--- src/rtl/t05_hist_scan_pkg.sv ---
// Shared definitions for the histogram block: SRAM port encodings,
// histogram geometry and the scan state machine encoding.
package t05_pkg;

  localparam int HIST_BINS = 256;

  // wr_r_en encodings shared with the histogram writer; 2'd2 is never driven.
  localparam logic [1:0] SRAM_RD   = 2'd0;
  localparam logic [1:0] SRAM_WR   = 2'd1;
  localparam logic [1:0] SRAM_IDLE = 2'd3;

  typedef enum logic [2:0] {
    S_IDLE  = 3'd0,
    S_REQ   = 3'd1,
    S_WAIT  = 3'd2,
    S_EMIT  = 3'd3,
    S_CLEAR = 3'd4,
    S_NEXT  = 3'd5,
    S_DONE  = 3'd6
  } scan_state_e;

endpackage

--- src/rtl/t05_hist_scan_if.sv ---
// (character, count) pair stream from the histogram scanner to the
// tree-building stage, valid/ready handshake.
interface t05_hist_scan_if;
  logic [7:0]  out_char;
  logic [31:0] out_count;
  logic        out_valid;
  logic        out_ready;

  modport master (output out_char, output out_count, output out_valid, input out_ready);
  modport slave  (input out_char, input out_count, input out_valid, output out_ready);
endinterface

--- src/rtl/t05_hist_scan.sv ---
// Histogram read-back scanner: walks bins 0x00..0xFF, emits every non-zero
// bin as a (character, count) pair, optionally clears it, and cross-checks
// the summed counts against the writer's total.
module t05_hist_scan
  import t05_pkg::*;
#(
  parameter int RD_LAT        = 2,
  parameter bit CLEAR_ON_READ = 1'b1
) (
  input  logic                    clk,
  input  logic                    nrst,
  input  logic                    start,
  input  logic [31:0]             total,
  input  logic [31:0]             sram_in,
  output logic [31:0]             sram_out,
  output logic [7:0]              hist_addr,
  output logic [1:0]              wr_r_en,
  t05_hist_scan_if.master         pair,
  output logic                    busy,
  output logic                    done,
  output logic [8:0]              sym_count,
  output logic                    mismatch
);

  // Index of the WAIT cycle on which read data is valid.
  localparam logic [1:0] WAIT_LAST = 2'(RD_LAT - 1);

  scan_state_e state_r;
  scan_state_e state_s;
  logic [7:0]  addr_r;
  logic [31:0] count_r;
  logic [31:0] sum_r;
  logic [1:0]  wait_cnt_r;
  logic [8:0]  sym_count_r;
  logic        mismatch_r;
  logic [1:0]  wr_r_en_r;
  logic [1:0]  wr_r_en_s;
  logic        wait_last_s;
  logic        last_bin_s;

  // Next-state decode and the SRAM command that goes with the next state.
  always_comb begin
    state_s     = state_r;
    wr_r_en_s   = SRAM_IDLE;
    wait_last_s = (wait_cnt_r == WAIT_LAST);
    last_bin_s  = (addr_r == 8'hFF);
    case (state_r)
      S_IDLE: begin
        if (start) begin
          state_s = S_REQ;
        end else begin
          state_s = S_IDLE;
        end
      end
      S_REQ: begin
        state_s = S_WAIT;
      end
      S_WAIT: begin
        if (!wait_last_s) begin
          state_s = S_WAIT;
        end else if (sram_in == 32'd0) begin
          state_s = S_NEXT;
        end else begin
          state_s = S_EMIT;
        end
      end
      S_EMIT: begin
        if (!pair.out_ready) begin
          state_s = S_EMIT;
        end else if (CLEAR_ON_READ) begin
          state_s = S_CLEAR;
        end else begin
          state_s = S_NEXT;
        end
      end
      S_CLEAR: begin
        state_s = S_NEXT;
      end
      S_NEXT: begin
        if (last_bin_s) begin
          state_s = S_DONE;
        end else begin
          state_s = S_REQ;
        end
      end
      S_DONE: begin
        state_s = S_IDLE;
      end
      default: begin
        state_s = S_IDLE;
      end
    endcase
    // Registering the command from the next state lines it up with REQ/CLEAR.
    case (state_s)
      S_REQ:   wr_r_en_s = SRAM_RD;
      S_CLEAR: wr_r_en_s = SRAM_WR;
      default: wr_r_en_s = SRAM_IDLE;
    endcase
  end

  // State register.
  always_ff @(posedge clk or negedge nrst) begin
    if (!nrst) begin
      state_r <= S_IDLE;
    end else begin
      state_r <= state_s;
    end
  end

  // Scan datapath: address walk, read capture, running sum and result flags.
  always_ff @(posedge clk or negedge nrst) begin
    if (!nrst) begin
      addr_r      <= 8'd0;
      count_r     <= 32'd0;
      sum_r       <= 32'd0;
      wait_cnt_r  <= 2'd0;
      sym_count_r <= 9'd0;
      mismatch_r  <= 1'b0;
      wr_r_en_r   <= SRAM_IDLE;
    end else begin
      wr_r_en_r <= wr_r_en_s;
      case (state_r)
        S_IDLE: begin
          if (start) begin
            addr_r      <= 8'd0;
            sum_r       <= 32'd0;
            sym_count_r <= 9'd0;
            mismatch_r  <= 1'b0;
          end
        end
        S_REQ: begin
          wait_cnt_r <= 2'd0;
        end
        S_WAIT: begin
          wait_cnt_r <= wait_cnt_r + 2'd1;
          if (wait_last_s) begin
            count_r <= sram_in;
          end
        end
        S_EMIT: begin
          if (pair.out_ready) begin
            sum_r       <= sum_r + count_r;
            sym_count_r <= sym_count_r + 9'd1;
          end
        end
        S_NEXT: begin
          // The sum is final here, so the flag is valid during the DONE cycle.
          if (last_bin_s) begin
            mismatch_r <= (sum_r != total);
          end else begin
            addr_r <= addr_r + 8'd1;
          end
        end
        default: begin
        end
      endcase
    end
  end

  assign hist_addr      = addr_r;
  assign wr_r_en        = wr_r_en_r;
  assign sram_out       = 32'd0;
  assign pair.out_char  = addr_r;
  assign pair.out_count = count_r;
  assign pair.out_valid = (state_r == S_EMIT);
  assign busy           = (state_r != S_IDLE);
  assign done           = (state_r == S_DONE);
  assign sym_count      = sym_count_r;
  assign mismatch       = mismatch_r;

endmodule

--- src/flat_wrapper.sv ---
// flat-port wrapper written by rule: the top's interface ports become plain ports
module t05_hist_scan_flat import t05_pkg::*;
#(
  parameter int RD_LAT        = 2,
  parameter bit CLEAR_ON_READ = 1'b1
)
  (clk, nrst, start, total, sram_in, sram_out, hist_addr, wr_r_en, busy, done, sym_count, mismatch, pair_out_char, pair_out_count, pair_out_valid, pair_out_ready);
  t05_hist_scan_if pair_i ();
  input  logic clk;
  input  logic nrst;
  input  logic start;
  input  logic [31:0] total;
  input  logic [31:0] sram_in;
  output logic [31:0] sram_out;
  output logic [7:0] hist_addr;
  output logic [1:0] wr_r_en;
  output logic busy;
  output logic done;
  output logic [8:0] sym_count;
  output logic mismatch;
  output wire logic [$bits(pair_i.out_char)-1:0] pair_out_char;
  output wire logic [$bits(pair_i.out_count)-1:0] pair_out_count;
  output wire logic [$bits(pair_i.out_valid)-1:0] pair_out_valid;
  input wire logic [$bits(pair_i.out_ready)-1:0] pair_out_ready;
  assign pair_out_char = pair_i.out_char;
  assign pair_out_count = pair_i.out_count;
  assign pair_out_valid = pair_i.out_valid;
  assign pair_i.out_ready = pair_out_ready;
  t05_hist_scan #(.RD_LAT(RD_LAT), .CLEAR_ON_READ(CLEAR_ON_READ)) u_core (.clk(clk), .nrst(nrst), .start(start), .total(total), .sram_in(sram_in), .sram_out(sram_out), .hist_addr(hist_addr), .wr_r_en(wr_r_en), .pair(pair_i), .busy(busy), .done(done), .sym_count(sym_count), .mismatch(mismatch));
endmodule
--- config.mk ---
export PLATFORM = sky130hd
export DESIGN_NAME = t05_hist_scan_flat
export DESIGN_NICKNAME = d
export VERILOG_FILES = /design/src/rtl/t05_hist_scan_pkg.sv /design/src/rtl/t05_hist_scan_if.sv /design/src/rtl/t05_hist_scan.sv /design/src/flat_wrapper.sv
export SDC_FILE = /design/constraint.sdc
export NUM_CORES = 1
export LEC_CHECK = 0
export CORE_MARGIN = 2
export CORE_UTILIZATION = 45
export DETAILED_ROUTE_END_ITERATION = 6
export PLACE_DENSITY = 0.76
export SLEW_MARGIN = 30
export SYNTH_ARGS = -nofsm -noshare
export SYNTH_HDL_FRONTEND = slang
export SYNTH_SLANG_ARGS = --single-unit
--- constraint.sdc ---
create_clock -name clk -period 9.8 [get_ports clk]
set_clock_uncertainty 0.05 [all_clocks]
set_input_delay 0.98 -clock clk [delete_from_list [all_inputs] [get_ports clk]]
set_output_delay 0.98 -clock clk [all_outputs]
set_load 0.02 [all_outputs]
=== Word level (Yosys, flattened, before mapping) ===
Index checks and enable logic that the tools add are counted.

* Bits in read-only memories: 0
* Logic and storage cells: 57
* Output and inout port bits: 95
* Flip-flop bits (word level): 89
* Input bits: 68
* RAM bits: 0
* Memories: 0
* Latch bits: 0

* Bitwise operators: 0
* $mul: 0
* Reductions and logical operators: 10
* $add $sub $neg: 4
* Divide/modulo/power cells: 0
* $lt $le $gt $ge: 0
* Shifts and indexed selects: 0
* Muxes and demuxes: 20
* Eq/ne operators: 15

{| class="wikitable"
|+ Operators with widths
! cell !! count
|-
| two-way mux 32 bit || 2
|-
| case mux 32 bit (2 select lines) || 1
|-
| adder 32 bit || 1
|-
| zero test 32 bit || 1
|-
| != test 32 bit || 1
|-
| two-way mux 9 bit || 2
|-
| case mux 3 bit (6 select lines) || 1
|-
| case mux 9 bit (2 select lines) || 1
|-
| two-way mux 8 bit || 2
|-
| case mux 8 bit (2 select lines) || 1
|-
| equality test 3 bit (second input constant) || 4
|-
| two-way mux 3 bit || 4
|-
| adder 9 x 1 -> 9 bit (second input constant) || 1
|-
| AND reduction 3 bit || 3
|-
| adder 8 x 1 -> 8 bit (second input constant) || 1
|-
| equality test 8 bit (second input constant) || 1
|-
| case mux 2 bit (2 select lines) || 2
|-
| equality test 3 x 1 -> 1 bit (second input constant) || 2
|-
| equality test 3 x 2 -> 1 bit (second input constant) || 2
|-
| nonzero test 2 bit || 3
|-
| != test 2 x 1 -> 1 bit (second input constant) || 2
|-
| != test 2 bit (second input constant) || 2
|-
| zero test 3 bit || 1
|-
| two-way mux 1 bit || 3
|-
| 5 further kinds || 5
|}

=== Longest topological paths before layout ===
* Depth after elaboration: 6
* Gate-level depth with buffers: 12
* Mapped depth without buffers: 12

=== Worst setup path after synthesis ===
OpenSTA, ideal clock, no wires.

* Path kind: reg2reg
* Start point: register u_core.count_r[0] (netlist: u_core.pair.out_count[0])
* End point: register u_core.sum_r[26]
* Buffers on the path: 0
* Data required time: 9.617 ns
* Library setup time: 0.133 ns
* Stages on the path, launching flop included: 13
* Setup slack: 6.389 ns
* Clock period less this slack: 3.411 ns
* Data arrival time: 3.228 ns
* Cells stage by stage: dfrtp_1 -> ha_1 -> fa_1 -> a211oi_1 -> o21bai_1 -> o21ba_2 -> a221oi_2 -> o21ai_1 -> a41oi_1 -> o21ai_1 -> a311oi_1 -> xor2_1 -> o21ai_0

* Cells in the longest elaborated chain, start to end: 3

{| class="wikitable"
|+ Ends and longest elaborated chain
! element !! RTL line !! text
|-
| from (decl) || t05_hist_scan.sv:31 || <nowiki>logic [31:0] count_r;</nowiki>
|-
| from (signal assigned) || t05_hist_scan.sv:137 || <nowiki>count_r <= sram_in;</nowiki>
|-
| adder 32 bit || t05_hist_scan.sv:142 || <nowiki>sum_r <= sum_r + count_r;</nowiki>
|-
| two-way mux 32 bit || t05_hist_scan.sv:141 || <nowiki>if (pair.out_ready) begin</nowiki>
|-
| case mux 32 bit (2 select lines) || t05_hist_scan.sv:122 || <nowiki>case (state_r)</nowiki>
|-
| to (signal assigned) || t05_hist_scan.sv:142 ||
|-
| to (decl) || t05_hist_scan.sv:32 || <nowiki>logic [31:0] sum_r;</nowiki>
|}

Every way passes these cells. The select of a mux whose other input is x is not followed.
A chain may end at the register's enable or synchronous reset.

=== Worst setup path after layout ===
Ends and elaborated chain as after synthesis.

==> impl_summary.txt <==
----------------------------------------------------
[Global route]
  Maximum number of pins on one net before global-route repair ... 55
  Via count of the first global-routing pass ... 4967
  Overall global routing resource usage ... 23.1%
  Grt total ovfl ... 0
  Initial antenna violation count ... 0
  Global-route wire length before repair ... 24600 microns

[Timing]
  Hold slack ... 488 ps
  Final Max Slew Viols ... 0
  Unrepaired setup endpoints after global routing ... no
  Relative slew slack ... 49.5%
  Final setup violating endpoints ... 0
  Number of hold-slack violations in the final timing report ... 0
  Final period util ... 38.2%
  Max Clock Freq ... 267 MHz
  Minimum clock period ... 3740 ps
  Setup total negative slack ... 0 ps
  Slew at the pin closest to its max-slew limit ... 756 ps

[Final layout]
  Final Net Count ... 821
  Post-Layout Inst Area ... 7330 sq um
  Most common cell after layout, fill and taps aside ... clkdlybuf4s50_1
  Area growth from synthesis to layout ... 27.2%
  Fraction of layout instances using a drive strength above 1 ... 9.14%
  Antenna diode instance count ... 0
  Most used cells in the layout excluding fill and tap cells ... 129 x clkdlybuf4s50_1, 87 x dfrtp_1, 64 x nand2_1, 52 x xor2_1, 47 x o21ai_0
  Non-filler cells, final ... 894
  Post-layout utilization of the core ... 58.3%

[Route]
  Overall via count from detail_route ... 4936
  DR DRC count ... 0
  First-pass iteration count of the detailed router ... 5
  Routed met1 length ... 6710 microns
  Vias per std cell ... 5.52
  Max Used Layer ... met4
  Detail Route met2 WL ... 7150 microns
  1st-iter DRT viols ... 325
  Total wire length after detailed routing ... 15200 microns
  Per-cell routed wire length ... 17.1 microns
  Number of nets with antenna violations after detailed routing ... 0
  Routed wire length on met3 ... 1060 microns

[Critical path]
  CP Data Required Time ... 9950 ps
  Crit. End Element ... flop
  Worst setup path startpoint ... u_core.pair.out_count[0]$_DFFE_PN0P_
  Worst setup SP type ... flop
  Critical path class ... reg2reg
  Ordered list of cells on the worst path ... ha_1 -> fa_1 -> a211oi_1 -> o21bai_1 -> o21ba_2 -> a221oi_2 -> o21ai_1 -> a41oi_1 -> o21ai_1 -> a311oi_1 -> xor2_1 -> o21ai_0
  Critical Path Most Common Cell ... o21ai_1
  Library cell contributing the largest single delay on the critical path ... a311oi_1
  Worst endpoint data arrival time ... 3900 ps
  Highest cell delay on the worst timing path ... 480 ps
  CP max FO ... 3
  Launch point of the worst reg-to-reg path ... u_core.pair.out_count[0]$_DFFE_PN0P_

[Placement]
  Placed inst area ... 7070 sq um
  Post-detailed-placement half-perimeter wirelength ... 11700 microns
  DP Cell Count ... 879
  Number of buffers added on ports ... 130
  Final Wtd Congestion ... 0.913

[Yosys]
  Yosys warns ... 0
  Cell count after synthesis ... 598
  Share of synthesized flip-flops with an asynchronous set or reset ... 100%
  Synthesized area ... 5760 sq um
  Post-synthesis sequential area ratio ... 38.7%
  Main flop type after synthesis ... dfrtp_1
  Mapped Avg Cell Area ... 9.63 sq um
  Number of distinct library cell variants in the gate-level netlist after synthesis ... 58
  Number of enable-type register cells in the synthesized netlist ... 0
  Total of flip-flops plus latches after synthesis ... 89

[Clock tree]
  Max H-tree Level ... 3
  Clk Tree Root Cell ... clkbuf_16
  Buffer count from post-CTS setup fixing ... 0
  Skew-Pair Late Insertion Delay ... 340 ps
  Clock input transition at the sequential cells of the worst setup and hold paths ... 60 ps
  Clock Sink Count ... 89
  TritonCTS clock tree ... done
  Number of buffers added to fix hold violations after cts ... 0
  CTS buffer count ... 9
  Buffer depth of the longest clock path ... 2
  Total of cells resized after clock tree synthesis ... 0

[Power]
  Worst supply voltage drop on vdd ... 0.143 mV
  Static Leakage ... 3.26 nW
  Total power divided by cell area ... 323 nW/um^2

[Hold path]
  Min-delay worst type ... reg2reg
  Start point of the worst hold path ... u_core.sum_r[18]$_DFFE_PN0P_

[Job]
  Max-cap violations ... 0

[Floorplanning]
  Die X ... 117 microns
  Number of primary I/O pins ... 163
  Core footprint ... 12600 sq um
  Initial cell density of the core ... 45.8%
  Number of placement rows ... 41
  Die span in y ... 117 microns
  Area of the die ... 13700 sq um

[Outcome]
  Run status ... complete, no violations

----------------------------------------------------
[path summary, 6_finish.rpt]
kind,to,slack [ps],cells past startpoint
worst max-delay path,u_core.sum_r[26]$_DFFE_PN0P_,6060,12
worst min-delay path,u_core.sum_r[18]$_DFFE_PN0P_,490,2
worst max register to register,u_core.sum_r[26]$_DFFE_PN0P_,6060,12
worst min register to register,u_core.sum_r[18]$_DFFE_PN0P_,490,2
max in group asynchronous,u_core.pair.out_count[24]$_DFFE_PN0P_,8100,2
min in group asynchronous,u_core.pair.out_count[2]$_DFFE_PN0P_,540,1
[worst max-delay path, delay by kind of cell (launching register included)]
kind	cells	cell delay [ps]
AO/OA/AOI/OAI	9	2270
XOR/XNOR	1	190
adder cells (fa/ha/maj)	2	710
flip-flops	1	400
[layout make-up]
type                            instances  area [sq um]
Inverter                               11          41.3
Fill cell                            1111          5240
Sequential cell                        89          2230
Multi-Input combinational cell        472          3240
Clock buffer                           10           229
Timing Repair Buffer                  135          1340
Tap cell                              172           215
Clock inverter                          5          33.8
[registers in the layout, indices dropped and copies added (netlist names)]
register               cells
u_core.wait_cnt_r          2
u_core.hist_addr           8
u_core.pair.out_count     32
u_core.sym_count           9
u_core.mismatch            1
u_core.sum_r              32
u_core.state_r             3
u_core.wr_r_en             2
[cells by family after synthesis]
| kind of cell | share of synthesized area [%] |
|---|---|
| AND/OR/NAND/NOR | 13.4 |
| AO/OA/AOI/OAI | 16.7 |
| flip-flops | 38.7 |
| buffers and inverters | 7.06 |
| XOR/XNOR | 9.88 |
| adder cells (fa/ha/maj) | 7.73 |
| multiplexers | 6.45 |
| other | 0.0651 |
[synthesized netlist by cell type, types with 3 or more instances]
cell | n | area [sq um]
a211oi_1 | 4 | 30.0
a21o_1 | 16 | 120
a21oi_1 | 31 | 155
a22o_1 | 4 | 35.0
a41oi_1 | 3 | 26.3
and2_1 | 4 | 25.0
and3_1 | 6 | 37.5
buf_4 | 40 | 300
clkbuf_1 | 15 | 56.3
dfrtp_1 | 87 | 2180
ha_1 | 34 | 425
inv_1 | 11 | 41.3
mux2_2 | 33 | 372
nand2_1 | 64 | 240
nand3_1 | 7 | 35.0
nand4_1 | 13 | 81.3
nor2_1 | 26 | 97.6
nor2b_1 | 4 | 25.0
nor3_1 | 10 | 50.1
nor4_1 | 14 | 87.6
o211ai_1 | 4 | 30.0
o21a_1 | 5 | 37.5
o21ai_0 | 47 | 235
o21ai_1 | 4 | 20.0
o21bai_1 | 3 | 22.5
o31ai_1 | 4 | 30.0
or3_1 | 5 | 31.3
xnor2_1 | 13 | 114
xor2_1 | 52 | 455
[report_power, final]
group | internal (mW) | switching [mW] | total (mW) | leakage (nW)
logic | 0.631 | 0.740 | 1.37 | 2.00
registers | 0.512 | 0.170 | 0.682 | 1.14
clock network | 0.170 | 0.145 | 0.315 | 0.124
total | 1.31 | 1.06 | 2.37 | 3.26
[through the flow]
stage / power, mW / setup slack [ps]
2_1_floorplan: 1.60 / 6390
3_3_place_gp: 2.00 / 6270
3_5_place_dp: 2.03 / 6130
4_1_cts: 2.37 / 6050
5_1_grt: 2.54 / 5710
6_report: 2.37 / 6060
[per-layer routing]
metal  vias up  GRT usage, %
met3        28          3.24
met2       215          38.5
met5         -             0
li1       2315             -
met1      2378          31.0
met4         0          7.69
No activity file was read; power rests on OpenSTA's default activity.
